==> config.mk <==
export PLATFORM = sky130hd
export DESIGN_NAME = treino_controlador
export DESIGN_NICKNAME = d
export VERILOG_FILES = /design/src/rtl/treino_controlador_pkg.sv /design/src/rtl/treino_controlador_sel_amostra.sv /design/src/rtl/treino_controlador.sv
export SDC_FILE = /design/constraint.sdc
export NUM_CORES = 1
export LEC_CHECK = 0
export ABC_AREA = 0
export CAP_MARGIN = 20
export CORE_MARGIN = 1.5
export CORE_UTILIZATION = 38
export DETAILED_ROUTE_END_ITERATION = 8
export PLACE_DENSITY = 0.82
export SLEW_MARGIN = 20
export SYNTH_ARGS = -nofsm -noshare
export SYNTH_HDL_FRONTEND = slang
export SYNTH_SLANG_ARGS = --single-unit
export TNS_END_PERCENT = 20
==> constraint.sdc <==
create_clock -name clk -period 2.6 [get_ports clk]
set_clock_uncertainty 0.2 [all_clocks]
set_input_delay 0.52 -clock clk [delete_from_list [all_inputs] [get_ports clk]]
set_output_delay 0.52 -clock clk [all_outputs]
set_load 0.02 [all_outputs]
==> src/rtl/treino_controlador_pkg.sv <==
// Shared constants and state encoding for the perceptron training sequencer.
package treino_controlador_pkg;

  localparam logic [15:0] H_UM   = 16'h3C00;
  localparam logic [15:0] H_ZERO = 16'h0000;

  typedef enum logic [2:0] {
    IDLE      = 3'd0,
    LOAD      = 3'd1,
    APLICA    = 3'd2,
    AVALIA    = 3'd3,
    FIM_EPOCA = 3'd4,
    DONE      = 3'd5
  } estado_t;

  function automatic logic [15:0] bit2half(input logic b);
    return b ? H_UM : H_ZERO;
  endfunction

endpackage

==> src/rtl/treino_controlador_sel_amostra.sv <==
// Picks sample idx out of the truth-table bit vectors and encodes it as half floats.
module treino_controlador_sel_amostra
  import treino_controlador_pkg::*;
(
  input  logic [3:0]  in1_bits_i,
  input  logic [3:0]  in2_bits_i,
  input  logic [3:0]  d_bits_i,
  input  logic [1:0]  idx_i,
  output logic [15:0] in1_o,
  output logic [15:0] in2_o,
  output logic [15:0] d_o
);

  assign in1_o = bit2half(in1_bits_i[idx_i]);
  assign in2_o = bit2half(in2_bits_i[idx_i]);
  assign d_o   = bit2half(d_bits_i[idx_i]);

endmodule

==> src/rtl/treino_controlador.sv <==
// Epoch sequencer driving the single-sample perceptron step until convergence or MAX_EPOCAS.
// Optional ATUALIZA_SO_ERRO_EN: write back weights only on misclassified samples.
module treino_controlador
  import treino_controlador_pkg::*;
#(
  parameter int MAX_EPOCAS = 32,
  parameter int CNT_W      = 6,
  parameter int LAT        = 1
) (
  input  logic             clk,
  input  logic             reset,
  input  logic             start,
  input  logic [3:0]       in1_bits,
  input  logic [3:0]       in2_bits,
  input  logic [3:0]       d_bits,
  input  logic [15:0]      u,
  input  logic [15:0]      w0_ini,
  input  logic [15:0]      w1_ini,
  input  logic [15:0]      w2_ini,
  output logic [15:0]      ep_in1,
  output logic [15:0]      ep_in2,
  output logic [15:0]      ep_d,
  output logic [15:0]      ep_u,
  output logic [15:0]      ep_w0,
  output logic [15:0]      ep_w1,
  output logic [15:0]      ep_w2,
  input  logic [15:0]      ep_result,
  input  logic [15:0]      ep_w0_aux,
  input  logic [15:0]      ep_w1_aux,
  input  logic [15:0]      ep_w2_aux,
  output logic             busy,
  output logic             done,
  output logic             convergiu,
  output logic [CNT_W-1:0] epoca_cnt,
  output logic [2:0]       erros_ult
);

  localparam int LAT_W = (LAT > 1) ? $clog2(LAT) : 1;

  estado_t          state_q, state_d;
  logic [1:0]       idx_q, idx_d;
  logic [LAT_W-1:0] lat_q;
  logic [2:0]       acc_q, erros_q;
  logic [CNT_W-1:0] cnt_q;
  logic             conv_q;
  logic [15:0]      w0_q, w1_q, w2_q;
  logic [15:0]      in1_q, in2_q, d_q, u_q;
  logic [15:0]      smp_in1, smp_in2, smp_d;
  logic             erro, lat_fim, ultima;

  assign erro    = (ep_result != d_q);
  assign lat_fim = (lat_q == LAT_W'(LAT - 1));
  assign ultima  = ((cnt_q + CNT_W'(1)) == CNT_W'(MAX_EPOCAS));

  // idx advances as AVALIA retires a sample; it wraps to 0 naturally after sample 3
  always_comb begin
    idx_d = idx_q;
    if (state_q == LOAD)        idx_d = 2'd0;
    else if (state_q == AVALIA) idx_d = idx_q + 2'd1;
  end

  treino_controlador_sel_amostra u_sel_amostra (
    .in1_bits_i (in1_bits),
    .in2_bits_i (in2_bits),
    .d_bits_i   (d_bits),
    .idx_i      (idx_d),
    .in1_o      (smp_in1),
    .in2_o      (smp_in2),
    .d_o        (smp_d)
  );

  always_ff @(posedge clk or negedge reset) begin
    if (!reset) state_q <= IDLE;
    else        state_q <= state_d;
  end

  always_comb begin
    state_d = state_q;
    case (state_q)
      IDLE, DONE: if (start) state_d = LOAD;
      LOAD:       state_d = APLICA;
      APLICA:     if (lat_fim) state_d = AVALIA;
      AVALIA:     state_d = (idx_q == 2'd3) ? FIM_EPOCA : APLICA;
      FIM_EPOCA:  state_d = ((acc_q == 3'd0) || ultima) ? DONE : APLICA;
      default:    state_d = IDLE;
    endcase
  end

  always_comb begin
    busy = (state_q == LOAD) || (state_q == APLICA) ||
           (state_q == AVALIA) || (state_q == FIM_EPOCA);
    done = (state_q == DONE);
  end

  always_ff @(posedge clk or negedge reset) begin
    if (!reset) begin
      idx_q   <= '0;
      lat_q   <= '0;
      acc_q   <= '0;
      erros_q <= '0;
      cnt_q   <= '0;
      conv_q  <= 1'b0;
      w0_q    <= '0;
      w1_q    <= '0;
      w2_q    <= '0;
      in1_q   <= '0;
      in2_q   <= '0;
      d_q     <= '0;
      u_q     <= '0;
    end else begin
      idx_q <= idx_d;
      case (state_q)
        IDLE, DONE: if (start) conv_q <= 1'b0;
        LOAD: begin
          w0_q  <= w0_ini;
          w1_q  <= w1_ini;
          w2_q  <= w2_ini;
          cnt_q <= '0;
          acc_q <= '0;
          lat_q <= '0;
        end
        APLICA: lat_q <= lat_fim ? '0 : lat_q + LAT_W'(1);
        AVALIA: begin
          if (erro) acc_q <= acc_q + 3'd1;
`ifdef ATUALIZA_SO_ERRO_EN
          if (erro) begin
            w0_q <= ep_w0_aux;
            w1_q <= ep_w1_aux;
            w2_q <= ep_w2_aux;
          end
`else
          w0_q <= ep_w0_aux;
          w1_q <= ep_w1_aux;
          w2_q <= ep_w2_aux;
`endif
        end
        FIM_EPOCA: begin
          erros_q <= acc_q;
          cnt_q   <= cnt_q + CNT_W'(1);
          acc_q   <= '0;
          conv_q  <= (acc_q == 3'd0);
        end
        default: ;
      endcase
      // Sample is latched on entry to APLICA so it is stable for all LAT cycles and AVALIA
      if (state_d == APLICA && state_q != APLICA) begin
        in1_q <= smp_in1;
        in2_q <= smp_in2;
        d_q   <= smp_d;
        u_q   <= u;
      end
    end
  end

  assign ep_in1    = in1_q;
  assign ep_in2    = in2_q;
  assign ep_d      = d_q;
  assign ep_u      = u_q;
  assign ep_w0     = w0_q;
  assign ep_w1     = w1_q;
  assign ep_w2     = w2_q;
  assign convergiu = conv_q;
  assign epoca_cnt = cnt_q;
  assign erros_ult = erros_q;

endmodule

# ---- After elaboration in Yosys (flattened, before gate mapping)
# Cells that the tools add are included.
dict set report word_totals {
  reg_bits 131
  input_bits 143
  output_inout_bits 124
  wordCells 73
}
dict set report classes {
  addsub 4
  n_lt_le_gt_ge 1
  eq_ne 12
  n_mux 26
  n_reduce_logical 16
}
# operator n
set op_table {}
lappend op_table {{one-hot mux 16 bit (2 select lines)} 3}
lappend op_table {{2-to-1 mux 14 bit} 3}
lappend op_table {{!= test 16 bit} 1}
lappend op_table {{2-to-1 mux 3 bit} 5}
lappend op_table {{one-hot mux 3 bit (5 select lines)} 1}
lappend op_table {{one-hot mux 6 bit (2 select lines)} 1}
lappend op_table {{nonzero test 2 bit} 5}
lappend op_table {{== test 3 x 2 -> 1 bit, second input constant} 3}
lappend op_table {{adder 6 x 1 -> 6 bit, second input constant} 1}
lappend op_table {{binary-select mux 1 bit (select 2 bit)} 3}
lappend op_table {{== test 3 bit, second input constant} 2}
lappend op_table {{== test 6 bit, second input constant} 1}
lappend op_table {{logical NOT 3 bit} 2}
lappend op_table {{one-hot mux 3 bit (2 select lines)} 1}
lappend op_table {{2-to-1 mux 1 bit} 5}
lappend op_table {{logical OR 1 bit} 4}
lappend op_table {{2-to-1 mux 2 bit} 2}
lappend op_table {{!= test 2 bit, second input constant} 2}
lappend op_table {{one-hot mux 1 bit (2 select lines)} 2}
lappend op_table {{AND reduction 2 bit} 2}
lappend op_table {{OR reduction 2 bit} 2}
lappend op_table {{adder 3 x 1 -> 3 bit, second input constant} 1}
lappend op_table {{== test 3 x 1 -> 1 bit, second input constant} 1}
lappend op_table {{< comparator 2 x 3 -> 1 bit, second input constant} 1}
lappend op_table {{5 further kinds} 5}

# ---- Depth between registers and ports, before layout
dict set report logic_depth {
  ltp_word 7
  ltp_mapped 9
  depth_no_buf 7
}

# ---- Cells and area by module
# A second synthesis with hierarchy kept.
dict set report hier_totals {
  cells_unflattened 533
  area_unflattened_um2 6233.5
}
# mod instances cells_per_inst area_per_inst_um2 seq_area_each_um2
set by_module_without_submodules {}
lappend by_module_without_submodules {treino_controlador 1 484 5813.1 3253.1}
lappend by_module_without_submodules {treino_controlador_sel_amostra 1 49 420.4 0.0}

# ---- Worst setup path before layout
# No wires, ideal clock.
dict set report synth_path {
  path_kind {register -> register}
  start {register cnt_q[0], in the netlist epoca_cnt[0]}
  end {register d_q[12], in the netlist ep_d[12]}
  setup_ps 125
  arrival_ps 2025
  required_ps 2275
  path_slack_ps 250
  path_stages_with_launch 9
  n_path_buf 2
  synth_period_minus_slack_ps 2350
  path_cell_list {dfrtp_1 > ha_1 > nand2_2 > o41ai_2 > a31oi_1 > a22o_1 > buf_6 > buf_12 > mux2_4}
}
dict set report synth_between {
  elab_chain_len 7
}
# element line_no
set synth_rtl {}
lappend synth_rtl {{start, declared} treino_controlador.sv:44} ;# logic [CNT_W-1:0] cnt_q;
lappend synth_rtl {{start signal, assigned} treino_controlador.sv:139} ;# cnt_q <= cnt_q + CNT_W'(1);
lappend synth_rtl {{adder 6 x 1 -> 6 bit} treino_controlador.sv:53} ;# assign ultima = ((cnt_q + CNT_W'(1)) == CNT_W'(MAX_EPOCAS));
lappend synth_rtl {{== test 6 bit} treino_controlador.sv:53}
lappend synth_rtl {{logical OR 1 bit} treino_controlador.sv:84} ;# FIM_EPOCA: state_d = ((acc_q == 3'd0) || ultima) ? DONE : APLICA;
lappend synth_rtl {{2-to-1 mux 3 bit} treino_controlador.sv:84}
lappend synth_rtl {{one-hot mux 3 bit (5 select lines)} treino_controlador.sv:79} ;# case (state_q)
lappend synth_rtl {{== test 3 x 2 -> 1 bit} treino_controlador.sv:146} ;# if (state_d == APLICA && state_q != APLICA) begin
lappend synth_rtl {{logical AND 1 bit} treino_controlador.sv:146}
lappend synth_rtl {{end signal, assigned} treino_controlador.sv:149} ;# d_q <= smp_d;
lappend synth_rtl {{end, declared} treino_controlador.sv:47} ;# logic [15:0] in1_q, in2_q, d_q, u_q;
# Every way passes these cells.
# A chain may end at the register's enable or synchronous reset.

# ---- Worst setup path after layout
dict set report layout_path {
  start {register cnt_q[0], in the netlist epoca_cnt[0]}
  end {register u_q[7], in the netlist ep_u[7]}
}
dict set report layout_between {
  elab_chain_len 7
}
# element line_no
set layout_rtl {}
lappend layout_rtl {{adder 6 x 1 -> 6 bit} treino_controlador.sv:53}
lappend layout_rtl {{== test 6 bit} treino_controlador.sv:53}
lappend layout_rtl {{logical OR 1 bit} treino_controlador.sv:84}
lappend layout_rtl {{2-to-1 mux 3 bit} treino_controlador.sv:84}
lappend layout_rtl {{one-hot mux 3 bit (5 select lines)} treino_controlador.sv:79}
lappend layout_rtl {{== test 3 x 2 -> 1 bit} treino_controlador.sv:146}
lappend layout_rtl {{logical AND 1 bit} treino_controlador.sv:146}
lappend layout_rtl {{end signal, assigned} treino_controlador.sv:150} ;# u_q <= u;
lappend layout_rtl {{end, declared} treino_controlador.sv:47}
# Every way passes these cells.

==> summary.md <==
| Metric | Value |
|---|---|
| GR Overflow Total | `0` |
| Area growth syn-to-layout | `59.7%` |
| Initial antenna violation count | `0` |
| Cells on worst reg2reg path | `7` |
| Sw Ratio | `38.6%` |
| Worst slew pin tran | `586 ps` |
| Max Cap Violations | `0` |
| Hold crit path type | `reg -> reg` |
| Reg2Reg Launch Point | `epoca_cnt[0]` |
| Part of the Yosys area used for sequential elements | `48.8%` |
| Antenna cell count | `0` |
| Nets | `777` |
| Power Density | `1190 nW/um^2` |
| Most common cell after layout, fill and taps aside | `clkdlybuf4s50_1` |
| Hold Fails Final Rpt | `0` |
| Setup bufs post-CTS | `0` |
| Clock power frac | `16.6%` |
| Syn Area/Cell | `10.6 sq um` |
| Core area | `11000 sq um` |
| Synth Register Bits | `85` |
| Initial Util | `39.5%` |
| Top cells by area, synth | `dfrtp_1, mux2i_1, buf_4` |
| Area of the multi-input gates | `1890 sq um` |
| Post-synth ARST share | `100%` |
| CP Max Fanout | `19` |
| Cell Count, Final, Fillers Out | `775` |
| Top-area cell type share of the netlist area | `48.8%` |
| Clock-pin slew on the worst setup and hold paths | `60 ps` |
| Placer congestion estimate | `0.779` |
| Detail Route Antenna Nets | `0` |
| # rows | `38` |
| Slew headroom | `60.8%` |
| Switching pwr | `3.21 mW` |
| Period utilisation layout | `89.0%` |
| Clock tree buffer depth | `2` |
| TritonCTS buffer count | `9` |
| Share of layout cells above drive strength 1 | `8.19%` |
| CTS sink count | `85` |
| First-pass GRT wire length | `17000 um` |
| CTS tree | `done` |
| Vias in the first global route | `3540` |
| Vias | `3683` |
| Final min period | `2310 ps` |
| Die width | `110 um` |
| FF/Latch Area | `2130 sq um` |
| Register share of total power | `28.7%` |
| First-pass DRT Iterations | `4` |
| CTS root buffer | `clkbuf_16` |
| Comb pwr share | `54.7%` |
| Hold_sp | `erros_ult[0]` |
| Worst path slowest cell | `dfrtp_1` |
| Cell Count Post-Placement | `758` |
| Fmax | `432 MHz` |
| Final WL | `11700 um` |
| Synth Instances | `413` |
| Tot GR Track Use | `18.3%` |
| Mapped Area | `4360 sq um` |
| Most frequent cells in the layout | `clkdlybuf4s50_1, dfrtp_1, nand2_1, o21ai_0, mux2i_1` |
| RSZ-0062 raised after global routing | `false` |
| CP Cell Sequence | `ha_1 > nand2_2 > a21oi_1 > a31oi_1 > a22o_1 > buf_12 > mux2_2` |
| Internal cell power | `5.11 mW` |
| Hold Crit Depth | `2` |
| Worst skew pair latency | `330 ps` |
| Hold endpoint | `erros_ult[0]` |
| Leak Pwr | `2.93 nW` |
| IR Drop Worst-Case VDD | `0.769 mV` |
| Post-DP HPWL | `8960 um` |
| Setup violators final | `0` |
| CP startpoint kind | `register` |
| Flop-to-flop setup slack | `290 ps` |
| Io pins | `267` |
| Average wire per standard cell | `15.1 um` |
| Synth Warn # | `0` |
| Slowest stage delay, CP | `440 ps` |
| Filler instances | `873` |
| Library cells used by synthesis | `39` |
| Crit path required time | `2610 ps` |
| Pins Over Slew Limit | `0` |
| Starting DRT DRC Count | `115` |
| Worst setup EP type | `register` |
| Status | `complete, no violations` |
| Critical path class | `reg -> reg` |
| Dominant cell type by area after synthesis | `dfrtp_1` |
| CP arrival | `2330 ps` |
| H-tree levels | `3` |
| # DRC | `0` |
| Die H | `110 um` |
| Via/cell ratio | `4.75` |
| Largest net degree at the start of global routing | `79` |
| Top_reg_cell synth | `dfrtp_1` |
| Sum of negative setup slack | `0 ps` |
| EDFF count, synth | `0` |
| Reg2reg end | `ep_u[7]` |
| Die Area | `12100 sq um` |
| PortBufs | `230` |
[critical path, delay by kind of cell (launching register included)]
kind,cells,cell delay [ps]
muxes,1,360
adders and majority gates,1,280
DFF,1,440
AOI/OAI and AO/OA,3,640
buffers and inverters,1,190
and+or+nand+nor,1,90
[cell type report]
| type | count | share of cell area, % |
|---|---|---|
| Clock buffer | 10 | 3.43 |
| Clock inverter | 6 | 1.24 |
| Inverter | 7 | 0.377 |
| Multi-Input combinational cell | 289 | 27.2 |
| Sequential cell | 85 | 30.5 |
| Tap cell | 140 | 2.52 |
| Timing Repair Buffer | 238 | 34.7 |
[how the worst max path moves through the flow]
stage,startpoint,endpoint,cells after the start
global placement,start,ep_u[11],7
global route,epoca_cnt[0],ep_u[6],7
floorplan,epoca_cnt[0],ep_d[12],8
CTS,state_q[1],done,3
detailed placement,start,ep_u[9],7
finish,epoca_cnt[0],ep_u[7],7
[logic make-up (layout without fill, tap and decap cells)]
group / count (synthesis) / after routing / synth area share (%)
XOR/XNOR: 2 / 2 / 0.402
flip-flops: 85 / 85 / 48.8
AND/OR/NAND/NOR: 93 / 93 / 9.47
adder cells (fa/ha/maj): 4 / 4 / 1.15
multiplexers: 78 / 78 / 19.3
other: 1 / 36 / 0.0860
buffers and inverters: 74 / 261 / 11.2
AO/OA/AOI/OAI: 76 / 76 / 9.64
[cell usage after synthesis (4+ instances only)]
cell and count:
dfrtp_1 85, mux2i_1 59, nand2_1 59, o21ai_0 59, buf_4 47, clkbuf_1 10, mux2_4 10, mux2_2 9
nor2_1 9, buf_2 8, inv_1 7, ha_1 4, nand2b_1 4, nand3_1 4, nor4_1 4
[layer usage]
layer	track usage (%)	up-vias	routed length [um]
li1	-	1773	-
met1	20.4	1726	4530
met2	33.1	166	6040
met3	4.17	18	931
met4	8.70	0	233
met5	0	-	0
[flip-flops by register name (all words and copies together) (netlist names)]
name,flops
ep_w0,16
idx_q,2
ep_w1,16
erros_ult,3
epoca_cnt,6
state_q,3
ep_in2,1
ep_w2,16
ep_u,16
acc_q,3
ep_in1,1
ep_d,1
convergiu,1
[power groups by stage]
stage	Sequential [mW]	Clock (mW)	Combinational [mW]
after floorplan	3.01	0	2.12
after global placement	2.36	0	4.47
after detailed placement	2.39	0	4.59
after CTS	2.38	1.42	4.60
after global routing	2.46	1.48	4.88
final	2.38	1.38	4.55
[through the flow]
stage	cell area (sq um)	hold slack [ps]	util, %	setup slack, ps	power, mW
after floorplan	4490	24.4	-	250	5.13
after global routing	6960	326	63.1	132	8.82
final	6960	308	63.1	286	8.32
after CTS	6960	301	63.1	38.0	8.41
after detailed placement	6620	277	60.0	263	6.98
after global placement	6620	277	60.0	300	6.82
[repair_timing]
action	CTS	global route
resized for setup	0	3
hold buffers	1	0
hold endpoints to repair	39	0
setup endpoints to repair	0	2
Power figures use the tool's default switching activity.
